`config.mk`:
```
export PLATFORM = sky130hd
export DESIGN_NAME = mips_regfile_multi
export DESIGN_NICKNAME = d
export VERILOG_FILES = /design/src/rtl/mips_regfile_pkg.sv /design/src/rtl/mips_regfile_byte_merge.sv /design/src/rtl/mips_regfile_multi.sv
export SDC_FILE = /design/constraint.sdc
export NUM_CORES = 1
export LEC_CHECK = 0
export BUFFER_PORTS_ARGS = -buffer_cell sky130_fd_sc_hd__buf_2
export CELL_PAD_IN_SITES_DETAIL_PLACEMENT = 0
export CELL_PAD_IN_SITES_GLOBAL_PLACEMENT = 1
export CORE_ASPECT_RATIO = 0.7
export CORE_MARGIN = 4
export CORE_UTILIZATION = 35
export CTS_BUF_LIST = sky130_fd_sc_hd__clkbuf_16
export DETAILED_ROUTE_END_ITERATION = 12
export PLACE_DENSITY_LB_ADDON = 0.3
export SLEW_MARGIN = 20
export SYNTH_ARGS = -nofsm -noshare
export SYNTH_HDL_FRONTEND = slang
export SYNTH_SLANG_ARGS = --single-unit
```
`constraint.sdc`:
```
create_clock -name clk -period 8.3 [get_ports clk]
set_input_delay 1.245 -clock clk [delete_from_list [all_inputs] [get_ports clk]]
set_output_delay 1.245 -clock clk [all_outputs]
set_load 0.005 [all_outputs]
```
`src/rtl/mips_regfile_pkg.sv`:
```
// rtl/mips_regfile_pkg.sv - shared state type, byte-lane helper and configuration limits for the GPR file
package mips_regfile_pkg;

    typedef enum logic {
        RF_CLEAR = 1'b0,
        RF_RUN   = 1'b1
    } rf_state_t;

    localparam int RF_LANE_W   = 8;
    localparam int RF_MIN_RD   = 1;
    localparam int RF_MAX_RD   = 4;
    localparam int RF_MIN_REGS = 2;

    function automatic int rf_byte_lanes(input int data_w);
        return data_w / RF_LANE_W;
    endfunction

    function automatic bit rf_cfg_ok(input int data_w, input int num_regs, input int num_rd);
        return (data_w > 0) && (data_w % RF_LANE_W == 0)
            && (num_rd >= RF_MIN_RD) && (num_rd <= RF_MAX_RD)
            && (num_regs >= RF_MIN_REGS) && ((num_regs & (num_regs - 1)) == 0);
    endfunction

endpackage

```
`src/rtl/mips_regfile_byte_merge.sv`:
```
// rtl/mips_regfile_byte_merge.sv - combinational byte-lane merge of a new word over an old word
module mips_regfile_byte_merge
    import mips_regfile_pkg::*;
#(
    parameter int DATA_W = 32
) (
    input  logic [DATA_W-1:0]   old_word,
    input  logic [DATA_W-1:0]   new_word,
    input  logic [DATA_W/8-1:0] byte_en,
    output logic [DATA_W-1:0]   merged
);
    localparam int NB = rf_byte_lanes(DATA_W);

    always_comb begin
        merged = old_word;
        for (int i = 0; i < NB; i++) begin
            if (byte_en[i]) begin
                merged[i*RF_LANE_W +: RF_LANE_W] = new_word[i*RF_LANE_W +: RF_LANE_W];
            end
        end
    end

endmodule

```
`src/rtl/mips_regfile_multi.sv`:
```
// rtl/mips_regfile_multi.sv - N-read/1-write byte-enabled GPR file with hardware clear, r0 reads zero
// Define REGFILE_BYPASS_EN to forward a same-edge write to colliding read ports.
module mips_regfile_multi
    import mips_regfile_pkg::*;
#(
    parameter int DATA_W   = 32,
    parameter int NUM_REGS = 32,
    parameter int NUM_RD   = 2
) (
    input  logic                               clk,
    input  logic                               rst,
    input  logic [NUM_RD*$clog2(NUM_REGS)-1:0] Rd_rd_addr,
    output logic [NUM_RD*DATA_W-1:0]           Rd_rd_data,
    input  logic [$clog2(NUM_REGS)-1:0]        Rd_addr,
    input  logic [DATA_W-1:0]                  Rd_in,
    input  logic [DATA_W/8-1:0]                Rd_Byte_w_en,
    output logic                               ready
);
    localparam int AW = $clog2(NUM_REGS);
    localparam logic [AW-1:0] LAST_IDX = AW'(NUM_REGS - 1);
`ifdef REGFILE_BYPASS_EN
    localparam bit BYPASS = 1'b1;
`else
    localparam bit BYPASS = 1'b0;
`endif

    generate
        if (!rf_cfg_ok(DATA_W, NUM_REGS, NUM_RD)) begin : g_bad_cfg
            $error("mips_regfile_multi: unsupported parameter set");
        end
    endgenerate

    rf_state_t state, next_state;
    logic [AW-1:0]            clr_idx;
    logic [DATA_W-1:0]        mem [NUM_REGS];
    logic [DATA_W-1:0]        wr_merged;
    logic                     wr_fire;
    logic [NUM_RD*DATA_W-1:0] rd_next;

    assign wr_fire = (state == RF_RUN) && (Rd_addr != '0) && (|Rd_Byte_w_en);

    // One merge serves both the write path and the bypass: a collision is by definition at Rd_addr.
    mips_regfile_byte_merge #(.DATA_W(DATA_W)) u_merge (
        .old_word (mem[Rd_addr]),
        .new_word (Rd_in),
        .byte_en  (Rd_Byte_w_en),
        .merged   (wr_merged)
    );

    always_ff @(posedge clk) begin
        if (rst) begin
            state <= RF_CLEAR;
        end else begin
            state <= next_state;
        end
    end

    always_comb begin
        next_state = state;
        if (state == RF_CLEAR && clr_idx == LAST_IDX) begin
            next_state = RF_RUN;
        end
    end

    // Entry 0 is never stored to; reads of address 0 are forced to zero instead.
    always_ff @(posedge clk) begin
        if (rst) begin
            clr_idx <= AW'(1);
            ready   <= 1'b0;
        end else begin
            ready <= (next_state == RF_RUN);
            if (state == RF_CLEAR && clr_idx != LAST_IDX) begin
                clr_idx <= clr_idx + AW'(1);
            end
        end
    end

    always_ff @(posedge clk) begin
        if (!rst) begin
            if (state == RF_CLEAR) begin
                mem[clr_idx] <= '0;
            end else if (wr_fire) begin
                mem[Rd_addr] <= wr_merged;
            end
        end
    end

    always_comb begin
        rd_next = '0;
        for (int k = 0; k < NUM_RD; k++) begin
            if (Rd_rd_addr[k*AW +: AW] == '0) begin
                rd_next[k*DATA_W +: DATA_W] = '0;
            end else if (BYPASS && wr_fire && Rd_rd_addr[k*AW +: AW] == Rd_addr) begin
                rd_next[k*DATA_W +: DATA_W] = wr_merged;
            end else begin
                rd_next[k*DATA_W +: DATA_W] = mem[Rd_rd_addr[k*AW +: AW]];
            end
        end
    end

    always_ff @(posedge clk) begin
        if (rst || state != RF_RUN) begin
            Rd_rd_data <= '0;
        end else begin
            Rd_rd_data <= rd_next;
        end
    end

endmodule

```
==> results of run 1 <==
[layer usage]
| layer | track usage | vias to the layer above | share of wire |
|---|---|---|---|
| met5 | 0 | - | 0.00027 |
| met4 | 0.04299 | 6 | 0.020 |
| met3 | 0.06632 | 218 | 0.10 |
| met2 | 0.3042 | 1632 | 0.41 |
| met1 | 0.3527 | 16584 | 0.47 |
| li1 | - | 12923 | - |
[worst max-delay path: cells and delay by family]
kind                   cells  cell delay, ns
and+or+nand+nor            4            2.58
muxes                      1            0.51
buffers and inverters      1            0.19
[state kept, by name (all words and copies together) (netlist names)]
signal	flops
ready	1
Rd_rd_data	64
mem	1024
clr_idx	5
[final cells by class]
type,count,share of cell area
Antenna cell,3,0.0001308
Inverter,5,0.0003271
Timing Repair Buffer,250,0.02961
Clock inverter,97,0.01452
Clock buffer,111,0.04841
Multi-Input combinational cell,1702,0.3055
Sequential cell,1094,0.5603
Tap cell,1888,0.04117
[metrics by stage]
step,utilization,instance area (um^2)
global route,0.4001,57370
CTS,0.3998,57340
finish,0.4001,57380
global placement,0.3745,53700
floorplan,-,50650
detailed placement,0.3747,53730
[layout by cell type (no fill, tap or decap), types with 11 or more instances in the layout]
cell       synthesis  routed
a211oi_1          59      59
a21oi_1           14      14
a221oi_1          32      32
a22oi_1          172     172
a31oi_1           29      26
and3_1            61      54
buf_2             92     109
buf_4             39     130
bufinv_16          0      15
clkbuf_16          0     111
clkinv_1           0      22
clkinv_2           0      15
dfxtp_1           70      70
edfxtp_1        1024    1024
inv_1              5      39
mux2_2            34      34
mux2i_1          596     594
mux4_2           244     244
nand2_1           85      83
nand2b_1          11      11
nand3_1           21      21
nand4_1           36      36
nor2_1            64      55
nor3_1            60      52
nor3_2            11      18
o21ai_0           14      13
o221ai_1          58      58
o22ai_1           32      32
[cells by family (layout without fill, tap and decap cells)]
family	after synthesis	after routing
AOI/OAI and AO/OA	432	432
and+or+nand+nor	390	390
xor gates and xnor gates	3	3
DFF	1094	1094
adders and majority gates	2	2
other	0	3
buffers and inverters	264	463
muxes	875	875
[final timing paths]
check | start | to | slack (ns)
min | clr_idx[4] | clr_idx[4] | 0.65
max | rst | mem[1][16] | 4.07
min reg2reg | clr_idx[4] | clr_idx[4] | 0.65
max reg2reg | ready | mem[1][16] | 4.16
[power breakdown]
part / total, W / leakage [nW] / switching, W / internal (W)
sequential: 0.00603 / 9.24 / 0.0000303 / 0.00600
clock: 0.00507 / 1.90 / 0.00218 / 0.00289
combinational: 0.000857 / 8.00 / 0.000549 / 0.000309
total: 0.0120 / 19.1 / 0.00276 / 0.00919
==> out/summary.txt, run 1 <==
Maximum frequency from static timing analysis = 236.2 MHz
Root buffer cell = clkbuf_16
Core area = 0.1434 mm^2
Synth Area in Simple Gates = 0.04064
# rows = 116
Aggregate global-route resource usage = 0.2243
Main combinational cell family by area after synthesis = multiplexers
Fraction of synthesized cell area taken by the top area cell type = 0.6071
Post-synthesis share of cell area spent on full adders, half adders and majority gates = 0.0004941
Register bit total from synthesis = 1,094
Area growth from synthesis to layout = 13.30%
Final setup slack of the worst path = 4.066 ns
Total count of max-transition violations in the final report = 0
Relative slew slack = 0.1561
Count of flip-flops with a built-in enable after synthesis = 1,024
Standby leakage power = 19.15 nW
Share of the synthesized area in compound gates (AO/OA/AOI/OAI) = 0.06408
Count of clock tree sinks = 1,094
Delay of the slowest critical-path stage = 0.99 ns
Height of the die = 326.3 um
Data required, critical path = 8.64 ns
Number of nets in the finished design = 3,217
Maximum fanout count along the critical path = 46
Number of nets in the synthesized netlist = 3,115
Clock tree buffer depth = 3
Most instantiated flip-flop cell in the synthesis netlist = edfxtp_1
Classification of the worst-slack hold path = register to register
Setup Crit Path Kind = primary input to register
Pre-Repair DR Iteration Count = 6
Wire length of the first global-routing pass = 243.0 mm
Clock input transition at the sequential cells of the worst setup and hold paths = 0.06 ns
Number of max-capacitance violations reported = 0
Maximum ir drop on the vdd rail = 0.1533 mV
# setup viols final = 0
Post-detailed-route wirelength per cell = 33.59 um
Kind of start point of the critical path = primary input
Total gr overflow = 0
Floorplan die area = 0.1510 mm^2
Routed wire length = 173.0 mm
Worst setup EP type = register
Minimum clock period = 4.234 ns
Cell Pwr Density = 208.4 mW/mm^2
Worst Hold Path Cells = 2
Initial cell density of the core = 0.3532
Number of vias in the routed layout = 31,363
TritonCTS clock tree = done
Final-report hold violation count = 0
Hold Buf Count CTS = 0
Cells after Synth = 3,060
Synth Area in XOR/XNOR = 0.0005188
Cell with the most instances after synthesis = edfxtp_1
Most area-hungry cell type in the Yosys netlist = edfxtp_1
Width of the chip = 462.7 um
Top cell types by occurrence after synthesis = 1,024 x edfxtp_1, 596 x mux2i_1, 244 x mux4_2, 172 x a22oi_1, 110 x clkbuf_1
Number of buffers added for setup after CTS = 0
Antenna violations before repair = 12
Per-instance average area after synthesis = 16.55 um^2
Proportion of synthesized area in mux cells = 0.2341
R2r worst-path depth = 5
Layout cell share with drive strength beyond 1 = 0.2335
Fraction of the cycle the final worst path needs = 0.5101
Synth Warn # = 0
Largest net degree at the start of global routing = 93
Critical-path top delay cell = nor4_2
Unrepaired setup endpoints after global routing = false
Arrival time of the worst setup path = 4.57 ns
Number of cells in the design after placement = 4,939
Cell area after synthesis = 0.05065 mm^2
Port Buffers = 117
Ports placed on the boundary = 118
Post-route insts no fill = 5,150
Final Power = 0.01196 W
Unique cell type count in the Yosys netlist = 56
Setup clock skew after layout = 0.02343 ns
Cell Chain, Critical Path = buf_2, nand2b_1, nor2_4, nand2_2, mux2i_4, nor4_2
Number of clock buffers inserted by TritonCTS = 109
Worst slew pin tran = 1.266 ns
Antenna viol nets, final = 0
Sequential fraction of the synthesis area = 0.6348
Weighted congestion reported at the end of routability-driven placement = 0.8314
DR iter-0 viols = 3,951
Async SR Flop Fraction = 0
Setup TNS = 0 ns
Clk_lat worst skew = 0.73 ns
Setup slack at placement = 3.338 ns
Total area of multi-input combinational cells = 0.01753 mm^2
Remaining routing DRC violations = 0
Vias in the first global route = 30,729
Number of vias per cell = 6.090
Outcome = finished, final reports clean
Sequential standard cell area = 0.03215 mm^2
H-tree lvl count = 3
Count of cells resized by post-cts repair = 0
Worst hold slack across all endpoints = 0.6501 ns
Most area-consuming cells after synthesis = edfxtp_1 61%, mux2i_1 12%, mux4_2 11%
Fill cell total of the finished layout = 13,020
Detailed-placement wirelength estimate = 112.1 mm
(Power assumes the default switching activity.)
==> run 2, diff against run 1 <==
clock period = 4 ns   (was 8.3 ns; I/O delays follow)
==> out/summary.txt, run 2 (synthesis results as in run 1) <==
Outcome = finished, final reports clean
Initial cell density of the core = 0.3532 (unchanged)
Clock input transition at the sequential cells of the worst setup and hold paths = 0.06 ns (about the same)
Clock tree buffer depth = 3 (unchanged)
Dominant delay contributor by cell family on the critical path = simple AND/OR/NAND/NOR gates
Classification of the worst-slack hold path = primary input to register
Logic pwr share = 0.074 (+0.002)
Slack of the worst reg-to-reg path = 0.89 ns (-3.27 ns)
Layout cell share with drive strength beyond 1 = 0.2644 (+0.03091)
Fraction of the cycle the final worst path needs = 0.7765
Maximum ir drop on the vdd rail = 0.3388 mV (+120%)
Port Buffers = 117 (unchanged)
Height of the die = 326.3 um (unchanged)
Largest net degree at the start of global routing = 106 (+14%)
Hold Buf Count CTS = 0 (unchanged)
Launch point of the worst reg-to-reg path = ready
Terminus of the critical flop-to-flop path = mem[1][17]
Unrepaired setup endpoints after global routing = false
Cell Pwr Density = 431.5 mW/mm^2 (+110%)
Commonest cells after routing, fill and taps aside = 1,024 x edfxtp_1, 595 x mux2i_1, 244 x mux4_2, 233 x buf_4, 172 x a22oi_1
Worst Hold Path Cells = 2 (unchanged)
Antenna viol nets, final = 0 (unchanged)
Number of vias in the routed layout = 31,842 (+1.5%)
Core area = 0.1434 mm^2 (unchanged)
R2r worst-path depth = 7 (+2)
Weighted congestion reported at the end of routability-driven placement = 0.8817 (+6.1%)
# setup viols final = 0 (unchanged)
# rows = 116 (unchanged)
Setup Crit Path Kind = register to register
Remaining routing DRC violations = 0 (unchanged)
Worst slew pin tran = 1.113 ns (-0.1531 ns)
Standby leakage power = 19.88 nW (+3.8%)
Critical-path top delay cell = nor4_2
Final-report hold violation count = 0 (unchanged)
Vias in the first global route = 31,083 (+1.2%)
Number of clock buffers inserted by TritonCTS = 110 (+0.92%)
Kind of start point of the critical path = register
Worst setup EP type = register
Ports placed on the boundary = 118 (unchanged)
Part of the power in the clock network = 0.432 (+0.008)
Worst hold slack across all endpoints = 0.2071 ns (-0.4431 ns)
Maximum frequency from static timing analysis = 321.9 MHz
Minimum clock period = 3.106 ns
Setup clock skew after layout = 0.03195 ns (+0.008522 ns)
Wire length of the first global-routing pass = 243.8 mm (+0.32%)
Cell with the most instances on the worst path = buf_4
Net switching power figure = 0.005909 W (+110%)
Delay of the slowest critical-path stage = 1.00 ns (about the same)
Post-detailed-route wirelength per cell = 32.95 um (-1.9%)
Switching share of total power = 0.2334 (+0.002439)
Pre-Repair DR Iteration Count = 6 (unchanged)
Fill cell total of the finished layout = 12,874 (-1.1%)
Count of clock tree sinks = 1,094 (unchanged)
Floorplan die area = 0.1510 mm^2 (unchanged)
Antenna violations before repair = 16 (+4)
Biggest regs = mem x1024, Rd_rd_data x64, clr_idx x5
Setup TNS = 0 ns (unchanged)
Total gr overflow = 0 (unchanged)
Detailed-placement wirelength estimate = 116.3 mm (+3.7%)
Width of the chip = 462.7 um (unchanged)
Area growth from synthesis to layout = 15.84%
Cell Chain, Critical Path = buf_4, nand2b_1, nor2_4, buf_4, nand2_2, mux2i_4, nor4_2
Sequential standard cell area = 0.03215 mm^2 (unchanged)
Arrival time of the worst setup path = 3.45 ns (-1.12 ns)
Number of vias per cell = 6.040 (-0.82%)
Most common library cell in the layout ignoring fill and taps = edfxtp_1
H-tree lvl count = 3 (unchanged)
DR iter-0 viols = 4,024 (+1.8%)
Relative slew slack = 0.2519 (+0.09586)
Clk_lat worst skew = 0.75 ns (+0.02 ns)
Total area of multi-input combinational cells = 0.01750 mm^2 (-0.19%)
Routed wire length = 173.7 mm (+0.41%)
Number of max-capacitance violations reported = 0 (unchanged)
Internal power of the cells = 0.01940 W (+110%)
Root buffer cell = clkbuf_16
Number of flip-flops under the largest register name = 1,024 (unchanged)
Maximum fanout count along the critical path = 16 (-65%)
Aggregate global-route resource usage = 0.2243 (about the same)
Number of buffers added for setup after CTS = 0 (unchanged)
CP bufs+invs = 2 (+1)
Sequential share of power = 0.494 (-0.010)
Most flop-heavy register = mem
TritonCTS clock tree = done
Worst hold path endpoint = clr_idx[2]
Total count of max-transition violations in the final report = 0 (unchanged)
Data required, critical path = 4.35 ns (-4.29 ns)
Number of nets in the finished design = 3,340 (+3.8%)
Count of cells resized by post-cts repair = 0 (unchanged)
Worst Hold Launch = rst
==> run 2: worst reg2reg max path: stages, from the launching register on <==
cell	delay, ns
dfxtp_1	0.31
buf_4	0.19
nand2b_1	0.19
nor2_4	0.19
buf_4	0.20
nand2_2	0.23
mux2i_4	0.40
nor4_2	1.01
==> run 2: worst max-delay path by stage <==
stage	end	start	slack, ns	depth (start not counted)
2_1_floorplan	mem[1][16]	Rd_addr[2]	1.16	7
3_3_place_gp	mem[7][2]	Rd_Byte_w_en[1]	0.50	7
3_5_place_dp	mem[17][16]	rst	0.50	7
4_1_cts	mem[18][17]	ready	0.90	7
5_1_grt	mem[1][19]	ready	0.81	7
6_report	mem[1][17]	ready	0.89	7
==> run 2: through the flow <==
step | utilization | setup slack (ns) | instances | cell area (um^2) | total power [W]
2_1_floorplan | - | 1.155 | 3060 | 50650 | 0.01386
3_3_place_gp | 0.3824 | 0.4996 | 5060 | 54840 | 0.01458
3_5_place_dp | 0.3825 | 0.5008 | 5060 | 54840 | 0.01458
4_1_cts | 0.4087 | 0.9035 | 5268 | 58610 | 0.02544
5_1_grt | 0.4091 | 0.8070 | 5270 | 58660 | 0.02604
6_report | 0.4091 | 0.8938 | 5272 | 58670 | 0.02531
==> run 2: final cells by class <==
class	count	area share
Sequential cell	1094	0.5480
Multi-Input combinational cell	1702	0.2983
Timing Repair Buffer	372	0.04884
Clock buffer	110	0.04692
Tap cell	1888	0.04027
Clock inverter	98	0.01725
Inverter	5	0.0003199
Antenna cell	3	0.0001280
==> run 2: power by group through the flow <==
stage | clock (W) | sequential [W] | combinational [W]
3_5_place_dp | 0 | 0.0127 | 0.00183
5_1_grt | 0.0116 | 0.0125 | 0.00194
6_report | 0.0109 | 0.0125 | 0.00187
4_1_cts | 0.0111 | 0.0125 | 0.00184
2_1_floorplan | 0 | 0.0127 | 0.00114
3_3_place_gp | 0 | 0.0128 | 0.00183
==> run 2: metal layers <==
| layer | GRT usage | part of all wire | up-vias |
|---|---|---|---|
| met3 | 0.06260 | 0.11 | 217 |
| met1 | 0.3490 | 0.46 | 16566 |
| met2 | 0.3087 | 0.41 | 1877 |
| met5 | 0 | 0.00016 | - |
| li1 | - | - | 13178 |
| met4 | 0.04838 | 0.020 | 4 |
